File: src/rtl/gate_unit_arbiter.sv
// ---------------------------------------------------------------------------
// gate_unit_arbiter
//
// Round-robin arbiter and sequencer for one shared 3-input AND/OR gate unit.
// A winner is picked among the NREQ level requests. Its operand is latched,
// pushed through the shared AND/OR cascade, and both reductions are
// registered. The winner then gets a one-cycle acknowledge.
//
// Ports
//   clk      in   1        rising-edge clock
//   rst_n    in   1        asynchronous active-low reset
//   req      in   NREQ     level request, one bit per requester
//   opnd     in   3*NREQ   operand of requester k at opnd[3k+2:3k], {p,q,r}
//   ack      out  NREQ     one-hot, one-cycle completion pulse
//   gnt_id   out  IDW      index of the current or most recent grant
//   and_out  out  1        registered p&q&r of the granted operand
//   or_out   out  1        registered p|q|r of the granted operand
//   busy     out  1        high while in EVAL or ACK
// ---------------------------------------------------------------------------
module gate_unit_arbiter #(
   parameter  int NREQ = 4,
   localparam int IDW  = $clog2(NREQ)
) (
   input  logic              clk,
   input  logic              rst_n,
   input  logic [NREQ-1:0]   req,
   input  logic [3*NREQ-1:0] opnd,
   output logic [NREQ-1:0]   ack,
   output logic [IDW-1:0]    gnt_id,
   output logic              and_out,
   output logic              or_out,
   output logic              busy
);

   localparam logic [1:0] IDLE = 2'd0;
   localparam logic [1:0] EVAL = 2'd1;
   localparam logic [1:0] ACK  = 2'd2;

   logic [1:0]     state;
   logic [IDW-1:0] ptr;
   logic [2:0]     op_reg;

   // Round-robin winner search
   logic           win_found;
   logic [IDW-1:0] win_id;
   logic [2:0]     win_opnd;

   // The search starts at ptr and wraps modulo NREQ. Only the first hit counts.
   always_comb begin
      int unsigned idx;
      win_found = 1'b0;
      win_id    = '0;
      idx       = 0;
      for (int unsigned i = 0; i < NREQ; i++) begin
         idx = (32'(ptr) + i) % NREQ;
         if (!win_found && req[IDW'(idx)]) begin
            win_found = 1'b1;
            win_id    = IDW'(idx);
         end
      end
   end

   assign win_opnd = opnd[3*win_id +: 3];

   // Shared gate chain: two 2-input ANDs and two 2-input ORs in cascade
   logic and_stage1, and_stage2;
   logic or_stage1,  or_stage2;

   always_comb begin
      and_stage1 = op_reg[2] & op_reg[1];
      and_stage2 = and_stage1 & op_reg[0];
      or_stage1  = op_reg[2] | op_reg[1];
      or_stage2  = or_stage1 | op_reg[0];
   end

   // Pointer advance
   logic [IDW-1:0] next_ptr;

   always_comb begin
      if (gnt_id == IDW'(NREQ - 1)) begin
         next_ptr = '0;
      end else begin
         next_ptr = gnt_id + 1'b1;
      end
   end

   // Sequencer
   always_ff @(posedge clk or negedge rst_n) begin
      if (!rst_n) begin
         state   <= IDLE;
         ptr     <= '0;
         op_reg  <= '0;
         gnt_id  <= '0;
         and_out <= 1'b0;
         or_out  <= 1'b0;
         ack     <= '0;
      end else begin
         case (state)
            IDLE: begin
               if (win_found) begin
                  op_reg <= win_opnd;
                  gnt_id <= win_id;
                  state  <= EVAL;
               end
            end
            EVAL: begin
               and_out <= and_stage2;
               or_out  <= or_stage2;
               ack     <= NREQ'(1) << gnt_id;
               state   <= ACK;
            end
            ACK: begin
               ack   <= '0;
               ptr   <= next_ptr;
               state <= IDLE;
            end
            default: begin
               ack   <= '0;
               state <= IDLE;
            end
         endcase
      end
   end

   assign busy = (state == EVAL) || (state == ACK);

endmodule

File: config.mk
export PLATFORM = sky130hd
export DESIGN_NAME = gate_unit_arbiter
export DESIGN_NICKNAME = d
export VERILOG_FILES = /design/src/rtl/gate_unit_arbiter.sv
export SDC_FILE = /design/constraint.sdc
export NUM_CORES = 1
export LEC_CHECK = 0
export CORE_ASPECT_RATIO = 0.6
export CORE_MARGIN = 2
export CORE_UTILIZATION = 28
export DETAILED_ROUTE_END_ITERATION = 16
export PLACE_DENSITY = 0.6
export SLEW_MARGIN = 40
export SYNTH_ARGS = -nofsm -noshare
export SYNTH_HDL_FRONTEND = slang
export SYNTH_SLANG_ARGS = --single-unit
File: constraint.sdc
create_clock -name clk -period 1.65 [get_ports clk]
set_input_delay 0.4125 -clock clk [delete_from_list [all_inputs] [get_ports clk]]
set_output_delay 0.4125 -clock clk [all_outputs]
set_load 0.02 [all_outputs]
# Word level (Yosys, flattened, before mapping)
# Cells that the tools add are included.
[word_totals]
wordCells = 55
ff_bits = 15
n_memories = 0
out_inout_bits = 9
input_bits = 18
ramBits = 0
latchBits = 0
rom_bits = 0
[op_classes]
n_mux = 20
multipliers = 1
n_bitwise = 4
shifts = 2
n_div = 0
order_cmp = 4
reduce_logical = 9
eq_ne = 4
add_sub_neg = 4
[ops]
columns = ["operator", "n"]
rows = [
  ["< comparator 2 x 3 -> 1 bit (second input constant)", 4],
  ["2-to-1 mux 2 bit", 6],
  ["variable part select 12 x 5 -> 3 bit", 1],
  ["binary-select mux 1 bit (select 2 bit)", 4],
  ["2-to-1 mux 1 bit", 8],
  ["one-hot mux 4 bit (2 select lines)", 1],
  ["adder 2 x 1 -> 2 bit (second input constant)", 2],
  ["adder 2 bit (second input constant)", 2],
  ["== test 2 bit (second input constant)", 2],
  ["multiplier 2 x 2 -> 4 bit (first input constant)", 1],
  ["one-hot mux 2 bit (2 select lines)", 1],
  ["<< shifter 1 x 2 -> 4 bit (first input constant)", 1],
  ["logical AND 1 bit", 3],
  ["logical NOT 1 bit", 3],
  ["AND 1 bit", 2],
  ["== test 2 x 1 -> 1 bit (second input constant)", 1],
  ["logical NOT 2 bit", 1],
  ["inequality test 2 bit (second input constant)", 1],
  ["bitwise OR 1 bit", 2],
  ["AND reduction 2 bit", 1],
  ["logical OR 1 bit", 1],
]

# Depth between registers and ports, before layout
[depth]
depth_word = 14
mapped_depth = 7
mapped_depth_nobuf = 5

# Least setup slack after synthesis
# No wires, ideal clock.
[synth_timing]
path_kind = "reg2reg"
from = "register ptr[1]"
to = "register op_reg[1]"
arrival_ns = 1.618
required_ns = 1.526
synth_period_minus_slack_ns = 1.741
n_path_buf = 1
slack_ns = -0.091
path_stages_with_launch = 7
setup_time_ns = 0.124
cell_sequence = "dfrtp_1 buf_6 mux2_4 o221ai_4 mux2i_1 nor3_2 a211o_1"
[synth_via]
elab_chain_cells = 14
elab_cells_between_ends = 28
classes_between = "3 x add/sub; 1 x mul; 1 x shift; 16 x mux; 7 x reduce/logical"
[synth_rtl]
columns = ["item", "line", "text"]
rows = [
  ["start: declaration", "40", "logic [IDW-1:0] ptr;"],
  ["start signal: assignment", "114", "ptr <= next_ptr;"],
  ["branches (longest 14 deep; another with multiplier 2 x 2 -> 4 bit)", "n/a", ""],
  ["end signal: assignment", "101", "op_reg <= win_opnd;"],
  ["end: declaration", "41", "logic [2:0] op_reg;"],
]
# Several ways; the timed one is not identified. The select of a mux whose other input is x is not followed.
# A chain may end at the register's enable or synchronous reset.

# Worst setup path after layout
# Same ends and word-level chain as after synthesis.

==> summary.txt <==
Run status
  – Status: finished, violations left
  – Failing checks: setup timing

Floorplanning
  – Core area: 0.00298 mm^2
  – Std cell rows: 15
  – Die ar.: 0.00375 mm^2
  – Chip Width: 77.7 um
  – Starting Density: 0.306
  – Chip Height: 48.2 um
  – I/O Pins: 27

Final layout
  – Seq. cell area: 375 um^2
  – Layout cells sized above 1: 0.244
  – Largest register FFs: 4
  – Area of the multi-input gates: 503 um^2
  – Ant diodes: 0
  – Final Util: 0.472
  – Final Non-Filler Cells: 177
  – P&R area growth vs syn: 54.3%
  – # nets final: 162
  – # fillers: 270

Global routing
  – GRT Resource Usage Total: 0.123
  – GR Overflow Total: 0
  – Vias in the first global route: 747
  – Pin count of the biggest net entering global routing: 16
  – First-pass GRT wire length: 3370 um
  – Initial antenna violation count: 0

Worst setup path
  – CP max FO: 6
  – CP peak stage delay: 0.42 ns
  – Crit. End Element: register
  – Critical setup path kind: reg2reg
  – CP required: 1.78 ns
  – Arrival time at the worst endpoint: 1.88 ns
  – CP max stage cell: dfrtp_1
  – Startpoint Class: register
  – Worst path cell trace: mux2_4 -> o221ai_4 -> mux2i_1 -> nor3_2 -> a211o_1

Timing
  – Least-Margin Pin Slew: 0.333 ns
  – Hold WS: 0.483 ns
  – Fmax: 0.571 GHz
  – Post-layout min period: 1.75 ns
  – Setup violations, final: 3
  – Endpoints failing hold: 0
  – Relative slew margins: 0.778
  – RSZ-0062 raised after global routing: true
  – Final WS setup: -0.101 ns
  – Setup Skew: 0.00132 ns
  – Crit share post-route: 1.06
  – Max Slew Vio Count: 0

Placement
  – Dpl cells: 172
  – Gpl congestion: 0.863
  – IO buf count: 26
  – Post-DP HPWL: 1710 um

Yosys
  – Post-synth cell types: 29
  – Synthesized cell area: 912 um^2
  – Post-Syn Instances: 90
  – Async SR Flop Fraction: 1.00
  – Top FF cell, synth: dfrtp_1
  – Seq/Total Area, Yosys: 0.412
  – Synth Net Count: 116
  – Syn_area_per_cell: 10.1 um^2
  – Synth warn: 0
  – EDFF count, synth: 0
  – Number of synthesized register bits: 15

Routing
  – DRT Pass-1 Iters: 4
  – DR vias/cell: 4.43
  – # DRC: 0
  – Final WL: 2110 um
  – Final ANT Viol Nets: 0
  – Total number of vias: 784
  – WL/cell: 11.9 um
  – First-iteration detailed-routing DRC count: 31

Pwr
  – Power per cell area: 1600 mW/mm^2
  – Max VDD drop: 0.666 mV
  – Leakage power total: 0.742 nW
  – Tot Pwr: 2.26 mW

Clocking
  – TritonCTS buffer count: 3
  – CTS Hold Bufs: 0
  – Clk sinks: 15
  – Depth of the CTS H-tree: 1
  – Root Driver: clkbuf_8
  – TritonCTS clock tree: yes
  – Clk buf depth: 2
  – Later-pin clock latency in the skew report: 0.25 ns
  – Clk pin slew, worst setup/hold paths: 0.06 ns

Run
  – Max Cap Viol: 0

Hold path
  – Min-Delay Path Class: in2async
## where the power goes
group	leakage (nW)	internal, mW	switching (mW)
clock	0.0228	0.171	0.127
combinational	0.530	0.664	0.658
sequential	0.189	0.528	0.110
## cells in the mapped netlist (2+ instances only)
| cell | n | area, um^2 |
|---|---|---|
| dfrtp_1 | 15 | 375 |
| nand2_1 | 11 | 41.3 |
| ha_1 | 8 | 100 |
| o21ai_0 | 8 | 40.0 |
| inv_1 | 7 | 26.3 |
| mux2i_1 | 6 | 60.1 |
| nor3_1 | 6 | 30.0 |
| a21oi_1 | 4 | 20.0 |
| a211o_1 | 3 | 26.3 |
| a22o_1 | 2 | 17.5 |
| nor2_1 | 2 | 7.51 |
## layout by cell type, fill, tap and decap left out, types with 6 or more instances in the layout
cell type        Yosys  routed
dlymetal6s2s_1       0       7
dfrtp_1             15      15
mux2i_1              6       6
inv_1                7       6
ha_1                 8       8
clkdlybuf4s50_1      0      16
o21ai_0              8       8
nor3_1               6       6
nand2_1             11      11
buf_4                0      18
## cell type report
class	count	share of cell area
inverters	7	0.0187
multi-input cells	65	0.357
clock buffers	4	0.0320
well taps	42	0.0373
repair buffers	44	0.288
flip-flops and latches	15	0.267
## cell families (layout without fill, tap and decap cells)
kind of cell / Yosys count / in the layout / share of synthesized area
multiplexers: 8 / 8 / 0.0946
AND/OR/NAND/NOR: 26 / 26 / 0.143
flip-flops: 15 / 15 / 0.412
AO/OA/AOI/OAI: 23 / 23 / 0.191
buffers and inverters: 10 / 55 / 0.0507
adder cells (fa/ha/maj): 8 / 8 / 0.110
## per-stage QoR
| step | TNS (ns) | area (um^2) | setup WS [ns] |
|---|---|---|---|
| finish | -0.294 | 1410 | -0.101 |
| global route | -0.515 | 1410 | -0.190 |
| CTS | -0.381 | 1390 | -0.123 |
| detailed placement | -2.65 | 1330 | -0.544 |
| global placement | -2.56 | 1330 | -0.492 |
| floorplan | -0.243 | 912 | -0.0847 |
## final timing paths
check / from / endpoint / slack [ns] / cells after the start
setup / recovery: ptr[1]$_DFFE_PN0N_ / op_reg[1]$_DFFE_PN0P_ / -0.10 / 5
hold / removal: rst_n / ack[0]$_DFFE_PN0P_ / 0.48 / 2
setup reg to reg: ptr[1]$_DFFE_PN0N_ / op_reg[1]$_DFFE_PN0P_ / -0.10 / 5
hold reg to reg: ack[2]$_DFFE_PN0P_ / ack[2]$_DFFE_PN0P_ / 0.49 / 2
max in group asynchronous: rst_n / op_reg[1]$_DFFE_PN0P_ / 0.99 / 2
min in group clk: ack[2]$_DFFE_PN0P_ / ack[2]$_DFFE_PN0P_ / 0.49 / 2
## critical path: cells and delay by family, from the launching register on
| family | cells | cell delay, ns |
|---|---|---|
| flops | 1 | 0.42 |
| simple gates | 1 | 0.05 |
| compound gates | 2 | 0.52 |
| mux | 2 | 0.64 |
## repair_timing
action | in CTS | in global routing
pin swaps | 3 | 0
setup endpoints to repair | 6 | 12
hold endpoints to repair | 0 | 0
gates resized for setup | 6 | 11
buffers inserted | 1 | 0
## routing by layer
layer  vias up  GRT usage  routed length (um)
li1        409          -                   -
met1       344      0.163                1070
met2        29      0.193                 862
met3         2     0.0574                 166
met4         0     0.0107                   6
met5         -          0                   0
(Power assumes the default switching activity.)
